**config.mk**
```make
export PLATFORM = sky130hd
export DESIGN_NAME = button_conditioner
export DESIGN_NICKNAME = d
export VERILOG_FILES = /design/src/rtl/button_conditioner_pkg.sv /design/src/rtl/button_conditioner_sync_2ff.sv /design/src/rtl/button_conditioner.sv
export SDC_FILE = /design/constraint.sdc
export NUM_CORES = 1
export LEC_CHECK = 0
export CORE_MARGIN = 1
export CORE_UTILIZATION = 56
export DETAILED_ROUTE_END_ITERATION = 7
export DONT_BUFFER_PORTS = 1
export PLACE_DENSITY = 0.71
export SLEW_MARGIN = 20
export SYNTH_ARGS = -nofsm -noshare
export SYNTH_HDL_FRONTEND = slang
export SYNTH_SLANG_ARGS = --single-unit
```
**constraint.sdc**
```tcl
create_clock -name clk -period 2.85 [get_ports clk]
set_clock_uncertainty 0.05 [all_clocks]
set_input_delay 0.57 -clock clk [delete_from_list [all_inputs] [get_ports clk]]
set_output_delay 0.57 -clock clk [all_outputs]
set_load 0.01 [all_outputs]
```
**src/rtl/button_conditioner_pkg.sv**
```systemverilog
//==============================================================================
// Module   : btn_cond_pkg
// Purpose  : Shared state encoding and helpers for the push-button conditioner.
// Revision : 1.0 - initial release
//==============================================================================
`default_nettype none

package btn_cond_pkg;

    typedef enum logic [2:0] {
        IDLE        = 3'd0,
        DEB_PRESS   = 3'd1,
        HELD        = 3'd2,
        LONG        = 3'd3,
        DEB_RELEASE = 3'd4
    } btn_state_t;

    // Counter width able to hold n-1; never narrower than one bit.
    function automatic int cnt_width(input int n);
        return (n < 2) ? 1 : $clog2(n);
    endfunction

endpackage

`default_nettype wire

```
**src/rtl/button_conditioner_sync_2ff.sv**
```systemverilog
//==============================================================================
// Module   : sync_2ff
// Purpose  : Two-flop synchroniser with synchronous reset to a chosen level.
// Revision : 1.0 - initial release
//==============================================================================
`default_nettype none

module sync_2ff #(
    parameter int               WIDTH     = 1,
    parameter logic [WIDTH-1:0] RESET_VAL = '0
) (
    input  logic             clk,
    input  logic             rst,
    input  logic [WIDTH-1:0] d,
    output logic [WIDTH-1:0] q
);

    logic [WIDTH-1:0] r_meta;
    logic [WIDTH-1:0] r_sync;

    always_ff @(posedge clk) begin
        if (rst) begin
            r_meta <= RESET_VAL;
            r_sync <= RESET_VAL;
        end else begin
            r_meta <= d;
            r_sync <= r_meta;
        end
    end

    assign q = r_sync;

endmodule

`default_nettype wire

```
**src/rtl/button_conditioner.sv**
```systemverilog
//==============================================================================
// Module   : button_conditioner
// Purpose  : Synchronise and debounce a push-button pad; emit level plus
//            press / release / long-press / auto-repeat one-cycle pulses.
// Revision : 1.0 - initial release
//==============================================================================
`default_nettype none

module button_conditioner
    import btn_cond_pkg::*;
#(
    parameter int DEBOUNCE_CYC = 240_000,
    parameter int LONG_CYC     = 24_000_000,
    parameter int REPEAT_CYC   = 4_800_000,
    parameter bit ACTIVE_HIGH  = 1'b1
) (
    input  logic clk,
    input  logic rst,
    input  logic btn_in,
    output logic btn_level,
    output logic press_pulse,
    output logic release_pulse,
    output logic long_pulse,
    output logic repeat_pulse
);

    localparam int c_DEB_W  = cnt_width(DEBOUNCE_CYC);
    localparam int c_HOLD_W = cnt_width(LONG_CYC);
    localparam int c_REP_W  = cnt_width(REPEAT_CYC);

    localparam logic [c_DEB_W-1:0]  c_DEB_LAST  = c_DEB_W'(DEBOUNCE_CYC - 1);
    localparam logic [c_HOLD_W-1:0] c_HOLD_LAST = c_HOLD_W'(LONG_CYC - 1);
    localparam logic [c_REP_W-1:0]  c_REP_LAST  = c_REP_W'(REPEAT_CYC - 1);

    // Synchroniser resets to the released pad level so no phantom press appears.
    localparam logic c_PAD_IDLE = ACTIVE_HIGH ? 1'b0 : 1'b1;

    logic w_sync_out;
    logic w_btn_s;

    sync_2ff #(
        .WIDTH     (1),
        .RESET_VAL (c_PAD_IDLE)
    ) u_sync (
        .clk (clk),
        .rst (rst),
        .d   (btn_in),
        .q   (w_sync_out)
    );

    assign w_btn_s = ACTIVE_HIGH ? w_sync_out : ~w_sync_out;

    btn_state_t          r_state,    w_state_nxt;
    logic [c_DEB_W-1:0]  r_deb_cnt,  w_deb_nxt;
    logic [c_HOLD_W-1:0] r_hold_cnt, w_hold_nxt;
    logic [c_REP_W-1:0]  r_rep_cnt,  w_rep_nxt;
    logic                r_was_long, w_was_long_nxt;
    logic                r_level,    w_level_nxt;
    logic                r_press,    w_press_nxt;
    logic                r_release,  w_release_nxt;
    logic                r_long,     w_long_nxt;
    logic                r_repeat,   w_repeat_nxt;

    always_ff @(posedge clk) begin
        if (rst) begin
            r_state    <= IDLE;
            r_deb_cnt  <= '0;
            r_hold_cnt <= '0;
            r_rep_cnt  <= '0;
            r_was_long <= 1'b0;
            r_level    <= 1'b0;
            r_press    <= 1'b0;
            r_release  <= 1'b0;
            r_long     <= 1'b0;
            r_repeat   <= 1'b0;
        end else begin
            r_state    <= w_state_nxt;
            r_deb_cnt  <= w_deb_nxt;
            r_hold_cnt <= w_hold_nxt;
            r_rep_cnt  <= w_rep_nxt;
            r_was_long <= w_was_long_nxt;
            r_level    <= w_level_nxt;
            r_press    <= w_press_nxt;
            r_release  <= w_release_nxt;
            r_long     <= w_long_nxt;
            r_repeat   <= w_repeat_nxt;
        end
    end

    always_comb begin
        w_state_nxt    = r_state;
        w_deb_nxt      = r_deb_cnt;
        w_hold_nxt     = r_hold_cnt;
        w_rep_nxt      = r_rep_cnt;
        w_was_long_nxt = r_was_long;
        w_level_nxt    = r_level;
        w_press_nxt    = 1'b0;
        w_release_nxt  = 1'b0;
        w_long_nxt     = 1'b0;
        w_repeat_nxt   = 1'b0;

        case (r_state)
            IDLE: begin
                if (w_btn_s) begin
                    w_state_nxt = DEB_PRESS;
                    w_deb_nxt   = '0;
                end
            end

            DEB_PRESS: begin
                if (!w_btn_s) begin
                    w_state_nxt = IDLE;
                end else if (r_deb_cnt == c_DEB_LAST) begin
                    w_state_nxt = HELD;
                    w_press_nxt = 1'b1;
                    w_level_nxt = 1'b1;
                    w_hold_nxt  = '0;
                end else begin
                    w_deb_nxt = r_deb_cnt + 1'b1;
                end
            end

            HELD: begin
                if (!w_btn_s) begin
                    w_state_nxt    = DEB_RELEASE;
                    w_deb_nxt      = '0;
                    w_was_long_nxt = 1'b0;
                end else if (r_hold_cnt == c_HOLD_LAST) begin
                    w_state_nxt = LONG;
                    w_long_nxt  = 1'b1;
                    w_rep_nxt   = '0;
                end else begin
                    w_hold_nxt = r_hold_cnt + 1'b1;
                end
            end

            LONG: begin
                if (!w_btn_s) begin
                    w_state_nxt    = DEB_RELEASE;
                    w_deb_nxt      = '0;
                    w_was_long_nxt = 1'b1;
                end else if (r_rep_cnt == c_REP_LAST) begin
                    w_repeat_nxt = 1'b1;
                    w_rep_nxt    = '0;
                end else begin
                    w_rep_nxt = r_rep_cnt + 1'b1;
                end
            end

            // Hold and repeat counters stay frozen so a bounce resumes where it left off.
            DEB_RELEASE: begin
                if (w_btn_s) begin
                    w_state_nxt = r_was_long ? LONG : HELD;
                end else if (r_deb_cnt == c_DEB_LAST) begin
                    w_state_nxt   = IDLE;
                    w_release_nxt = 1'b1;
                    w_level_nxt   = 1'b0;
                end else begin
                    w_deb_nxt = r_deb_cnt + 1'b1;
                end
            end

            default: begin
                w_state_nxt = IDLE;
            end
        endcase
    end

    assign btn_level     = r_level;
    assign press_pulse   = r_press;
    assign release_pulse = r_release;
    assign long_pulse    = r_long;
    assign repeat_pulse  = r_repeat;

endmodule

`default_nettype wire
```
==> results.yml, run 1 <==
run_status:
  outcome: "complete, no violations"
clocking:
  cts_hold_repair.buffers: 0
  cts_buffers: 9
  tritoncts_num_sinks: 77
  clock_latency_ps: 350
  h_tree_depth_reported_by_cts: 3
  buffer_depth_of_the_longest_clock_path: 2
  cts_resized: 0
  cts.repair_timing.setup_buffer_count: 0
  cts-root-buf: "sky130_fd_sc_hd__clkbuf_8"
  cts_tree: "built"
  path_clk_slew_ps: 80
critical_path:
  critPathArrivalTime_ps: 2780
  worstPathRequired_ps: 3040
  critical_path.slowest_cell: "sky130_fd_sc_hd__or4_1"
  critPathKind: "reg -> reg"
  timing.critical_path.cells: "ha_1 > nand4_1 > or4_1 > or3_1 > nand3_2 > buf_4 > a21oi_1"
  critical_path.max_stage_delay_ps: 720
  timing.rr.start: "r_hold_cnt[0]"
  endpoint_kind: "flip-flop"
  worst_setup_path_start_kind: "flip-flop"
  cp_max_fo: 12
  cp-startpoint: "r_hold_cnt[0]"
global_route:
  number_of_global_route_vias_before_repair: 3610
  grt_overflow_total: 0
  grt_pass1_wl_um: 16300
  number_of_antenna_violations_at_the_first_check_in_global_routing: 0
  grt_resource_usage_total_pct: 26.2
  pin_count_of_the_biggest_net_entering_global_routing: 34
yosys:
  yosys-top-cells-count: "sky130_fd_sc_hd__dfxtp_1 (77), sky130_fd_sc_hd__nand2_1 (51), sky130_fd_sc_hd__a21oi_1 (49)"
  post-synth-top-count-cell: "sky130_fd_sc_hd__dfxtp_1"
  synth_compound_gate_area_share_pct: 18.4
  synthesis.instances: 526
  mean_syn_cell_area_um2: 8.15
  yosys.area.top_type_share_pct: 35.9
  yosysUniqueCellTypes: 58
  count_of_flip_flops_with_a_built_in_enable_after_synthesis: 0
  netlist.top_cell.by_area: "sky130_fd_sc_hd__dfxtp_1"
  synth.area.mux_share_pct: 3.74
  synth_top_family_by_area: "simple AND/OR/NAND/NOR gates"
  synth.top_cells.by_area: "sky130_fd_sc_hd__dfxtp_1 (36%), sky130_fd_sc_hd__a21oi_1 (5.7%), sky130_fd_sc_hd__or4_1 (4.7%), sky130_fd_sc_hd__o31ai_1 (4.6%), sky130_fd_sc_hd__nand2_1 (4.5%)"
  synth-seq-area-share_pct: 35.9
  postSynth.asyncResetShare_pct: 0
  postSynth.topFlopCell: "sky130_fd_sc_hd__dfxtp_1"
  mappedNetlistArea_um2: 4290
  synth.net_count: 532
  synth_warnings: 0
  yosys.area_share.adder_pct: 0.875
  synth-simple-area-share_pct: 36.2
  synth_xor_xnor_area_share_pct: 0.817
  number_of_synthesized_register_bits: 77
floorplanning:
  core-area_um2: 7330
  floorplan.die.width_um: 89.5
  floorplan.die.height_um: 89.5
  num_rows: 31
  fp.dieArea_um2: 8010
  initial_standard_cell_utilization_of_the_core_pct: 58.5
  io-pin-count: 8
placed_design:
  final_weighted_congestion_in_routability_driven_placement: 0.848
  placed_wire_length_estimate_after_detailed_placement_um: 6870
  buffer_ports.inserted: 0
sta:
  totalNegativeSetupSlack_ps: 0
  post_route_fraction_of_the_period_consumed_by_the_critical_path_pct: 91.1
  slew_violations: 0
  tightest_slew_ps: 991
  setup-violations-final: 0
  post-route-min-period_ps: 2600
  rsz0062_at_grt: "no"
  fmaxAchievable_mhz: 385
  timing.slew.headroom_pct: 33.6
  finalHoldViolations: 0
power:
  worst_ir_drop_vdd_mv: 0.242
  power_w: 0.00201
  p_clk_share_pct: 43.6
  p_per_area_nw_per_um2: 434
  netSwitchingPower_w: 0.000438
  power_frac_comb_pct: 2.6
  share_of_total_power_in_sequential_cells_pct: 53.8
  p_leak_nw: 1.39
  power_switching_share_pct: 21.8
  p_int_w: 0.00157
layout:
  antenna_cells_inserted: 0
  fraction_of_final_layout_cells_sized_beyond_drive_strength_1_pct: 8.32
  final_nets: 530
  seq_cell_area_um2: 1540
  areaGrowthSynthToFinish_pct: 7.70
  number_of_fill_cells_in_the_layout: 673
  area_occupied_by_multi_input_gates_um2: 2590
min_path:
  hold_path.startpoint: "rst"
  worstHoldPathType: "in -> reg"
route:
  dr_wl_met3_um: 272
  remaining_number_of_nets_flagged_by_the_antenna_check_after_routing: 0
  drt_first_iter_violations: 195
  wl_met1_um: 4660
  first_pass_iters: 5
  route.top_layer_used: "met4"
  met2_routed_wirelength_um: 4660
  dr_total_vias: 3978
  drt-total-wl_um: 9690
  wl_per_cell_um: 15.4
  detail_route.vias_per_cell: 6.33
  route.detailed.drc: 0
job:
  maxCapViolCount: 0
placed cells by master, fill, tap and decap left out, types with 3 or more instances in the layout:
cell type                  instances
sky130_fd_sc_hd__a21oi_2           3
sky130_fd_sc_hd__a31oi_1           3
sky130_fd_sc_hd__clkbuf_8         12
sky130_fd_sc_hd__and4_1            7
sky130_fd_sc_hd__or4_1            27
sky130_fd_sc_hd__o31ai_1          25
sky130_fd_sc_hd__nor4bb_1          3
sky130_fd_sc_hd__nor2b_1           5
sky130_fd_sc_hd__nor2_1           18
sky130_fd_sc_hd__or4bb_1           3
sky130_fd_sc_hd__mux2i_1          16
sky130_fd_sc_hd__o21ai_0          25
sky130_fd_sc_hd__or3_1            21
sky130_fd_sc_hd__dfxtp_1          77
sky130_fd_sc_hd__ha_1              3
sky130_fd_sc_hd__a21o_1            3
sky130_fd_sc_hd__and3_1           12
sky130_fd_sc_hd__nor4_1           15
sky130_fd_sc_hd__nand2b_1         18
sky130_fd_sc_hd__buf_4            16
sky130_fd_sc_hd__nand4b_1          4
sky130_fd_sc_hd__nor3_1           10
sky130_fd_sc_hd__and2_1            6
sky130_fd_sc_hd__nor3b_1           3
sky130_fd_sc_hd__nand3_1          35
sky130_fd_sc_hd__nand4_1           9
sky130_fd_sc_hd__inv_1             9
sky130_fd_sc_hd__a21oi_1          48
sky130_fd_sc_hd__xnor2_1           3
sky130_fd_sc_hd__nand2_1          51
critical path, delay by kind of cell (launching register included):
| family | cells | cell delay, ps |
|---|---|---|
| simple gates | 4 | 1580 |
| flops | 1 | 400 |
| fa+ha+maj | 1 | 220 |
| buf+inv | 1 | 200 |
| compound gates | 1 | 40 |
kinds of logic after synthesis:
kind of cell,after synthesis
simple gates,260
compound gates,128
flops,77
buf+inv,38
mux,16
xor+xnor,4
fa+ha+maj,3
state kept, by name (all words and copies together) (netlist names):
name / cells
long_pulse: 1
repeat_pulse: 1
r_state: 3
r_deb_cnt: 18
u_sync.q: 1
r_hold_cnt: 25
release_pulse: 1
btn_level: 1
press_pulse: 1
r_was_long: 1
u_sync.r_meta: 1
r_rep_cnt: 23
cell type report:
type	instances	share of cell area, %
inverters	9	0.732
clock buffers	13	3.66
clock inverters	3	0.921
repair buffers	16	2.60
well taps	99	2.68
multi-input cells	411	56.0
flip-flops and latches	77	33.4
metrics by stage:
step / worst slack [ps] / utilization, % / hold WS [ps] / cells / area [um2]
finish: 255 / 63.0 / 228 / 628 / 4620
detailed placement: 280 / 60.0 / 378 / 612 / 4400
floorplan: 608 / - / 364 / 526 / 4290
global placement: 358 / 60.0 / 375 / 612 / 4400
CTS: 261 / 62.9 / 207 / 628 / 4610
global route: 108 / 63.0 / 205 / 628 / 4620
power by group through the flow:
stage	registers (W)	logic [W]	clock network [W]
global route	0.00108	0.0000571	0.000939
floorplan	0.00110	0.0000422	0
CTS	0.00108	0.0000517	0.000910
detailed placement	0.00110	0.0000515	0
finish	0.00108	0.0000515	0.000875
global placement	0.00110	0.0000503	0
path summary, 6_finish.rpt:
check | end | slack, ps | cells after the start
worst max-delay path | r_rep_cnt[16] | 250 | 7
worst min-delay path | r_was_long | 230 | 1
worst max register to register | r_rep_cnt[16] | 250 | 7
worst min register to register | u_sync.q | 390 | 1
routing by layer:
layer  vias up  global-route usage (%)
li1       2002                       -
met1      1909                    33.2
met2        58                    45.0
met3         9                    4.80
met4         0                    8.80
met5         -                       0
No activity file was read; power rests on OpenSTA's default activity.
==> run 2, diff against run 1 <==
ABC_AREA = 1   (was default)
CELL_PAD_IN_SITES_DETAIL_PLACEMENT = 1   (was default)
CELL_PAD_IN_SITES_GLOBAL_PLACEMENT = 2   (was default)
CORE_UTILIZATION = 35   (was 56)
PLACE_DENSITY = default   (was 0.71)
PLACE_DENSITY_LB_ADDON = 0.1   (was default)
==> results.yml, run 2 <==
yosys:
  netlist.top_cell.by_area: "sky130_fd_sc_hd__dfxtp_1"
  count_of_flip_flops_with_a_built_in_enable_after_synthesis: 0
  yosys.area.top_type_share_pct: 30.6
  yosys-top-cells-count: "sky130_fd_sc_hd__nand2_1 (270), sky130_fd_sc_hd__nor2_1 (158), sky130_fd_sc_hd__inv_1 (79)"
  number_of_synthesized_register_bits: 77
  synthesis.instances: 834
  postSynth.topFlopCell: "sky130_fd_sc_hd__dfxtp_1"
  synth-seq-area-share_pct: 30.6
  synth_warnings: 0
  synth.top_cells.by_area: "sky130_fd_sc_hd__dfxtp_1 (31%), sky130_fd_sc_hd__nand2_1 (20%), sky130_fd_sc_hd__nor2_1 (12%), sky130_fd_sc_hd__inv_1 (5.9%), sky130_fd_sc_hd__nand3_1 (5.8%)"
  post-synth-top-count-cell: "sky130_fd_sc_hd__nand2_1"
  mean_syn_cell_area_um2: 6.03
  yosysUniqueCellTypes: 40
  mappedNetlistArea_um2: 5030
  postSynth.asyncResetShare_pct: 0
  synth.net_count: 840
critical_path:
  ff2ff_setup_slack_ps: 500
  cp-startpoint: "r_hold_cnt[0]"
  cp_max_fo: 12
  endpoint_kind: "flip-flop"
  critPathKind: "reg -> reg"
  worstPathRequired_ps: 3030
  worst_r2r_endpoint: "r_rep_cnt[18]"
  worst-r2r-cell-count: 11
  timing.rr.start: "r_hold_cnt[0]"
  critPathArrivalTime_ps: 2530
  worst_setup_path_start_kind: "flip-flop"
  critical_path_destination: "r_rep_cnt[18]"
global_route:
  number_of_global_route_vias_before_repair: 5135
  pin_count_of_the_biggest_net_entering_global_routing: 48
  grt_resource_usage_total_pct: 22.0
  grt_overflow_total: 0
  grt_pass1_wl_um: 25300
  number_of_antenna_violations_at_the_first_check_in_global_routing: 0
floorplanning:
  num_rows: 43
  core-area_um2: 13900
  initial_standard_cell_utilization_of_the_core_pct: 36.1
  fp.dieArea_um2: 14900
  floorplan.die.width_um: 122
  io-pin-count: 8
  floorplan.die.height_um: 122
clocking:
  tritoncts_num_sinks: 77
  h_tree_depth_reported_by_cts: 3
  cts-root-buf: "sky130_fd_sc_hd__clkbuf_16"
  cts_resized: 0
  cts_buffers: 9
  cts_hold_repair.buffers: 0
  cts_tree: "built"
  cts.repair_timing.setup_buffer_count: 0
  path_clk_slew_ps: 60
  buffer_depth_of_the_longest_clock_path: 2
  clock_latency_ps: 350
route:
  detail_route.vias_per_cell: 4.97
  drt-total-wl_um: 14900
  first_pass_iters: 4
  drt_first_iter_violations: 199
  route.detailed.drc: 0
  met2_routed_wirelength_um: 7230
  wl_per_cell_um: 14.7
  route.top_layer_used: "met4"
  dr_wl_met3_um: 340
  wl_met1_um: 7050
  dr_total_vias: 5057
  remaining_number_of_nets_flagged_by_the_antenna_check_after_routing: 0
sta:
  setup-violations-final: 0
  fmaxAchievable_mhz: 425
  rsz0062_at_grt: "no"
  finalHoldViolations: 0
  post_route_fraction_of_the_period_consumed_by_the_critical_path_pct: 82.5
  post-route-min-period_ps: 2350
  totalNegativeSetupSlack_ps: 0
  slew_violations: 0
  tightest_slew_ps: 646
  timing.slew.headroom_pct: 56.9
placed_design:
  placed_area_um2: 5150
  placed_wire_length_estimate_after_detailed_placement_um: 11200
  final_weighted_congestion_in_routability_driven_placement: 0.853
  buffer_ports.inserted: 0
layout:
  post-route-cell-area_um2: 5480
  final_nets: 838
  layout_common_cells: "sky130_fd_sc_hd__nand2_1 (270), sky130_fd_sc_hd__nor2_1 (158), sky130_fd_sc_hd__inv_1 (79)"
  antenna_cells_inserted: 0
  max_reg_flops: 25
  top_register: "r_hold_cnt"
  fraction_of_final_layout_cells_sized_beyond_drive_strength_1_pct: 8.60
  final_common_cell: "sky130_fd_sc_hd__nand2_1"
  number_of_fill_cells_in_the_layout: 1905
  areaGrowthSynthToFinish_pct: 8.83
  largest_regs: "r_hold_cnt (25), r_rep_cnt (23), r_deb_cnt (18)"
run_status:
  outcome: "complete, no violations"
power:
  p_leak_nw: 1.90
  worst_ir_drop_vdd_mv: 0.364
  p_per_area_nw_per_um2: 589
job:
  maxCapViolCount: 0
min_path:
  worstHoldPathType: "in -> reg"
==> run 2: changes by cell type in the layout (fill, tap and decap cells not counted), sizes merged, moves of 21 or more <==
cell,change
or3,-21
nand3,+27
or4,-28
nand2,+237
o31ai,-26
inv,+79
nor2,+149
==> run 2: worst min-delay path by stage <==
stage	cells after the start	startpoint	slack [ps]	end
6_report	1	rst	240	r_hold_cnt[19]
5_1_grt	1	rst	220	r_hold_cnt[19]
3_5_place_dp	2	u_sync.r_meta	360	u_sync.q
3_3_place_gp	2	u_sync.r_meta	360	u_sync.q
2_1_floorplan	2	u_sync.r_meta	340	u_sync.q
4_1_cts	1	rst	220	r_hold_cnt[19]
==> run 2: logic make-up (layout without fill, tap and decap cells) <==
kind of cell	Yosys count	after routing	synth area share, %
simple gates	560	560	48.4
buf+inv	109	112	9.85
flops	77	77	30.6
compound gates	69	69	7.63
xor+xnor	16	16	2.78
fa+ha+maj	3	3	0.746
==> run 2: final cells by class <==
class / count / area [um2] / share of cell area [%]
inverter: 89 / 337 / 6.15
timing repair buffer: 7 / 52.6 / 0.960
multi-input combinational: 648 / 3000 / 54.7
sequential: 77 / 1540 / 28.1
clock buffer: 10 / 239 / 4.36
clock inverter: 6 / 86.3 / 1.58
tap: 180 / 225 / 4.11
==> run 2: power breakdown <==
| group | internal [W] | switching (W) | total (W) | leakage, nW |
|---|---|---|---|---|
| Combinational | 0.000195 | 0.000588 | 0.000783 | 1.12 |
| Sequential | 0.00111 | 0.0000457 | 0.00116 | 0.621 |
| Clock | 0.000790 | 0.000497 | 0.00129 | 0.158 |
| Total | 0.00209 | 0.00113 | 0.00323 | 1.90 |
==> run 2: per-stage QoR <==
step	hold slack, ps	instances	worst slack (ps)	utilization (%)	power, W
2_1_floorplan	338	834	985	-	0.00185
3_3_place_gp	357	1001	638	37.0	0.00195
3_5_place_dp	362	1001	512	37.0	0.00197
4_1_cts	223	1017	472	39.3	0.00328
5_1_grt	221	1017	243	39.3	0.00341
6_report	235	1017	500	39.3	0.00323
==> run 2: worst max-delay path: stages (launching register included) <==
cell	delay (ps)
sky130_fd_sc_hd__dfxtp_1	450
sky130_fd_sc_hd__ha_1	320
sky130_fd_sc_hd__nand2_2	110
sky130_fd_sc_hd__nor2_4	180
sky130_fd_sc_hd__nand2_4	100
sky130_fd_sc_hd__nor2_4	130
sky130_fd_sc_hd__nand2_4	90
sky130_fd_sc_hd__a21oi_4	340
sky130_fd_sc_hd__buf_4	250
sky130_fd_sc_hd__nand3_1	90
sky130_fd_sc_hd__nand2_1	80
sky130_fd_sc_hd__nor2_1	40
==> run 2: routing by layer <==
layer | vias up | GRT usage [%]
li1 | 2600 | -
met1 | 2394 | 27.9
met2 | 47 | 37.5
met3 | 16 | 2.76
met4 | 0 | 8.72
met5 | - | 0
==> variant 1, RTL diff (settings of run 2) <==
Re-encode `btn_state_t` (5 states) as one-hot, 5 bits wide.
--- a/src/rtl/button_conditioner_pkg.sv
+++ b/src/rtl/button_conditioner_pkg.sv
@@ -7,12 +7,12 @@
 
 package btn_cond_pkg;
 
-    typedef enum logic [2:0] {
-        IDLE        = 3'd0,
-        DEB_PRESS   = 3'd1,
-        HELD        = 3'd2,
-        LONG        = 3'd3,
-        DEB_RELEASE = 3'd4
+    typedef enum logic [4:0] {
+        IDLE        = 5'b00001,
+        DEB_PRESS   = 5'b00010,
+        HELD        = 5'b00100,
+        LONG        = 5'b01000,
+        DEB_RELEASE = 5'b10000
     } btn_state_t;
 
     // Counter width able to hold n-1; never narrower than one bit.
Function: same outputs for any inputs over 10 cycles, from zero or initial values and one cycle with rst high; not proved beyond that.
==> variant 1 against run 2 <==
  * The run now ends with DRC left
  * Die area grew 4.8%
  * Synthesized area grew 4.9%
  * Routed wire length grew 8.6%
  * Combinational power grew 9.1%
  * First-iteration DRC count grew 38%
  * Setup slack lost 0.21 ns
  * Power grew 3.8%
  * Critical path depth shrank 1
  * Cell count grew 2.5%
  * Sequential cell count grew 2
  * Design area grew 4.7%
  * Global-route usage grew 0.064 points
  * Worst hold slack gained 0.012 ns
  * Non-clock buffer count is the same
  * Critical endpoint is now r_hold_cnt[21]$_SDFFE_PP0P_
==> variant 1: results (changes against run 2) <==
stage,metric,value,unit,change
min_path,Hold EP,r_deb_cnt[13]$_SDFFE_PP0P_,,was r_hold_cnt[19]$_SDFFE_PP0P_
placed_design,post-DP HPWL,11900,um,was 11200 um
run_status,failing checks,DRC,,
grt,largest net degree at the start of global routing,57,,was 48
setup_path,maximum fanout along the worst path,11,,was 12
synthesis,synth top area cells,"dfxtp_1 (30%), nand2_1 (19%), nor2_1 (13%), nand3_1 (6.1%), inv_1 (4.5%)",,"was dfxtp_1 (31%), nand2_1 (20%), nor2_1 (12%), inv_1 (5.9%), nand3_1 (5.8%)"
sta,Hold WS,0.247,ns,was 0.235 ns
finish,fraction of layout cells with a size suffix above 1,8.74,%,was 8.60%
routing,DRT Pass-1 Iters,7,,was 4
synthesis,"top cells by count, synth","nand2_1 (265), nor2_1 (179), dfxtp_1 (79)",,"was nand2_1 (270), nor2_1 (158), inv_1 (79)"
placed_design,Setup WS pre-CTS,0.334,ns,was 0.512 ns
setup_path,worst stage delay on the critical path,0.81,ns,was 0.45 ns
placed_design,placed cell count,1026,,was 1001
routing,met3 wire length,589,um,was 340 um
grt,GRT met1 Usage,31.2,%,was 27.9%
power,Leak,1.83,nW,was 1.90 nW
routing,Post-Route WL,16200,um,was 14900 um
routing,Iter 0 DRT Violations,275,,was 199
setup_path,Worst Path Arrival,2.79,ns,was 2.53 ns
synthesis,Mean Syn Cell Area,6.15,sq um,was 6.03 sq um
synthesis,Post-Synth XOR/XNOR Area,3.15,%,was 2.78%
setup_path,R2R setup slack,0.29,ns,was 0.50 ns
setup_path,CP max-delay cell,a21oi_1,,was dfxtp_1
routing,post-DR wirelength/cell,15.6,um,was 14.7 um
grt,first-pass GRT wire length,27300,um,was 25300 um
clock_tree,number of buffers created by CTS,9,,unchanged
grt,vias in the first global route,5356,,was 5135
setup_path,WS Path Type,flip-flop to flip-flop,,unchanged
routing,vias per cell,5.14,,was 4.97
sta,Tmin final,2.56,ns,was 2.35 ns
synthesis,"Distinct cells, synth",38,,was 40
routing,met2 wire len,7090,um,was 7230 um
sta,Slew headroom,30.6,%,was 56.9%
grt,GRT met3 Usage,3.09,%,was 2.76%
routing,DRC Markers,2,,was 0
grt,GR Util All Layers,22.0,%,about the same
finish,FILL cells,1974,,was 1905
power,Max VDD drop,0.340,mV,was 0.364 mV
grt,met2 GRT Util,34.7,%,was 37.5%
min_path,Hold WC Path Type,primary input to flip-flop,,unchanged
run_status,status,"complete, but fails checks",,"was finished, final reports clean"
min_path,hold-critical path depth,1,,unchanged
placed_design,placed cell areas,5410,sq um,was 5150 sq um
setup_path,Crit Reg-Reg Endpoint,r_hold_cnt[21]$_SDFFE_PP0P_,,was r_rep_cnt[18]$_SDFFE_PP0P_
synthesis,Synth Area in Compound Gates,10.0,%,was 7.63%
setup_path,r2r worst-path depth,10,,was 11
synthesis,sequential share of the synthesized area,30.0,%,was 30.6%
routing,met1 WL,8360,um,was 7050 um
[variant 1: layout make-up]
class / count / area, sq um / share of cell area, %
well taps: 184 / 230 / 4.01
multi-input cells: 684 / 3280 / 57.1
inverters: 72 / 270 / 4.71
clock buffers: 13 / 260 / 4.54
repair buffers: 7 / 52.6 / 0.916
flip-flops and latches: 79 / 1580 / 27.6
clock inverters: 3 / 65.1 / 1.13
[variant 1: where the power goes]
| group | switching, mW | leakage (nW) | internal, mW | total (mW) |
|---|---|---|---|---|
| logic | 0.631 | 1.03 | 0.224 | 0.854 |
| clock network | 0.478 | 0.160 | 0.815 | 1.29 |
| registers | 0.0581 | 0.638 | 1.14 | 1.20 |
| total | 1.17 | 1.83 | 2.18 | 3.35 |
[variant 1: critical path: cells and delay by family (launching register included)]
| kind | cells | cell delay [ns] |
|---|---|---|
| compound gates | 2 | 0.97 |
| simple gates | 6 | 0.67 |
| flops | 1 | 0.38 |
| fa+ha+maj | 1 | 0.32 |
| buf+inv | 1 | 0.09 |
==> variant 2, RTL diff (settings of run 2) <==
Without the edit above. Change the parameter `REPEAT_CYC` from 4_800_000 to 2_400_000.
--- a/src/rtl/button_conditioner.sv
+++ b/src/rtl/button_conditioner.sv
@@ -11,7 +11,7 @@
 #(
     parameter int DEBOUNCE_CYC = 240_000,
     parameter int LONG_CYC     = 24_000_000,
-    parameter int REPEAT_CYC   = 4_800_000,
+    parameter int REPEAT_CYC   = 2_400_000,
     parameter bit ACTIVE_HIGH  = 1'b1
 ) (
     input  logic clk,
Function: same outputs for any inputs over 10 cycles, from zero or initial values and one cycle with rst high; that may be too few to reach the edited logic, so the function may still have changed.
==> variant 2 against run 2 <==
  * Combinational power fell by 10%
  * Synthesized cell count fell by 2.8%
  * Setup slack got worse by 0.053 ns
  * Via count fell by 3.5%
  * Worst hold slack improved by 0.0028 ns
  * Largest cell class unchanged
  * Cell count fell by 3.1%
  * Synthesized area fell by 2.7%
  * Sequential cell count fell by 1
  * Design area fell by 1.9%
  * Routed wire length fell by 2.6%
  * Power rose by 1.6%
==> variant 2: results (changes against run 2) <==
stage,metric,value,unit,change
synthesis,Adder-Cell Fraction of Synth Area,0.767,%,was 0.746%
clock_tree,Resized cells post-CTS,0,,unchanged
power,Leak,1.93,nW,was 1.90 nW
synthesis,Async SR Flop Fraction,0,%,unchanged
synthesis,"Distinct cells, synth",36,,was 40
routing,vias per cell,4.95,,was 4.97
placed_design,post-DP HPWL,10600,um,was 11200 um
placed_design,placed cell count,969,,was 1001
run_status,status,"finished, final reports clean",,unchanged
synthesis,synth top area cells,"dfxtp_1 (31%), nand2_1 (20%), nor2_1 (11%), inv_1 (6.4%), nand3_1 (5.3%)",,"was dfxtp_1 (31%), nand2_1 (20%), nor2_1 (12%), inv_1 (5.9%), nand3_1 (5.8%)"
grt,first-pass GRT wire length,24300,um,was 25300 um
synthesis,Synth Net Count,817,,was 840
synthesis,Synth Area in Compound Gates,8.13,%,was 7.63%
setup_path,maximum fanout along the worst path,22,,was 12
sta,Slew headroom,57.6,%,was 56.9%
setup_path,Worst Path Arrival,2.59,ns,was 2.53 ns
synthesis,Mean Syn Cell Area,6.04,sq um,was 6.03 sq um
synthesis,sequential share of the synthesized area,31.1,%,was 30.6%
synthesis,mux cell area share after synthesis,0,%,unchanged
clock_tree,clock slew at reported path FFs,0.06,ns,about the same
routing,Iter 0 DRT Violations,291,,was 199
routing,met1 WL,7250,um,was 7050 um
finish,final net count,810,,was 838
placed_design,routability-driven placement congestion ratio,0.815,,was 0.853
power,Max VDD drop,0.456,mV,was 0.364 mV
finish,top flop regs,"r_hold_cnt: 25 flops, r_rep_cnt: 22 flops, r_deb_cnt: 18 flops",,"was r_hold_cnt: 25 flops, r_rep_cnt: 23 flops, r_deb_cnt: 18 flops"
routing,met3 wire length,567,um,was 340 um
finish,Top reg by flops,r_hold_cnt,,unchanged
grt,largest net degree at the start of global routing,46,,was 48
finish,fraction of layout cells with a size suffix above 1,7.17,%,was 8.60%
routing,met2 wire len,6610,um,was 7230 um
synthesis,predominant post-synthesis flop cell,dfxtp_1,,unchanged
placed_design,placed cell areas,5010,sq um,was 5150 sq um
synthesis,"top cells by count, synth","nand2_1 (257), nor2_1 (145), inv_1 (84)",,"was nand2_1 (270), nor2_1 (158), inv_1 (79)"
routing,post-DR wirelength/cell,14.8,um,was 14.7 um
grt,GR Util All Layers,21.4,%,was 22.0%
routing,Post-Route WL,14600,um,was 14900 um
power,Pint,2.21,mW,was 2.09 mW
placed_design,Port Buffers,0,,unchanged
synthesis,Post-Synth XOR/XNOR Area,3.22,%,was 2.78%
==> variant 2: cell count changes in the layout (fill, tap and decap cells not counted), moves of 6 or more <==
cell and change:
nand3_1 -6, nand2_1 -13, nor2_1 -13, nand2_2 -7
==> variant 2: final cells by class <==
type,count,area (sq um)
clock buffers,10,229
clock inverters,6,136
fillers,1844,8080
inverters,93,349
multi-input cells,620,2890
flip-flops and latches,76,1520
well taps,176,220
repair buffers,4,30.0
==> variant 2: metal layers <==
layer,vias to the layer above,GRT usage (%)
li1,2525,-
met1,2283,29.2
met2,63,34.4
met3,9,4.48
met4,0,5.02
met5,-,0
==> variant 2: worst max-delay path: stages, from the launching register on <==
cell and delay [ns]:
dfxtp_1 0.43, ha_1 0.32, nand2_2 0.11, nor2_4 0.19
nand2_4 0.11, nor2_8 0.14, nand2_4 0.08, a21oi_4 0.53
nand3_1 0.17, nand2_1 0.12, nor2_1 0.04
==> variant 2: cells by family after synthesis <==
kind of cell | after synthesis
fa+ha+maj | 3
buf+inv | 115
simple gates | 525
xor+xnor | 18
compound gates | 74
flops | 76
==> variant 2: worst paths after layout <==
path	start	endpoint	slack, ns	cells after the start
max	r_hold_cnt[0]$_SDFFE_PP0P_	r_rep_cnt[19]$_SDFFE_PP0P_	0.45	10
min reg2reg	u_sync.r_meta$_SDFF_PP0_	u_sync.q$_SDFF_PP0_	0.37	2
min	rst	r_rep_cnt[2]$_SDFFE_PP0P_	0.24	1
max reg2reg	r_hold_cnt[0]$_SDFFE_PP0P_	r_rep_cnt[19]$_SDFFE_PP0P_	0.45	10
==> variant 2: power groups by stage <==
stage / Sequential, mW / Combinational, mW / Clock [mW]
finish: 1.14 / 0.703 / 1.44
global route: 1.14 / 0.790 / 1.50
CTS: 1.14 / 0.713 / 1.47
detailed placement: 1.16 / 0.709 / 0
global placement: 1.16 / 0.701 / 0
floorplan: 1.15 / 0.572 / 0
==> variant 2: metrics by stage <==
stage	hold WS (ns)	worst slack [ns]	power (mW)
after floorplan	0.338	1.02	1.72
after global placement	0.342	0.598	1.86
after detailed placement	0.362	0.456	1.87
after CTS	0.229	0.400	3.32
after global routing	0.225	0.231	3.44
final	0.238	0.446	3.28
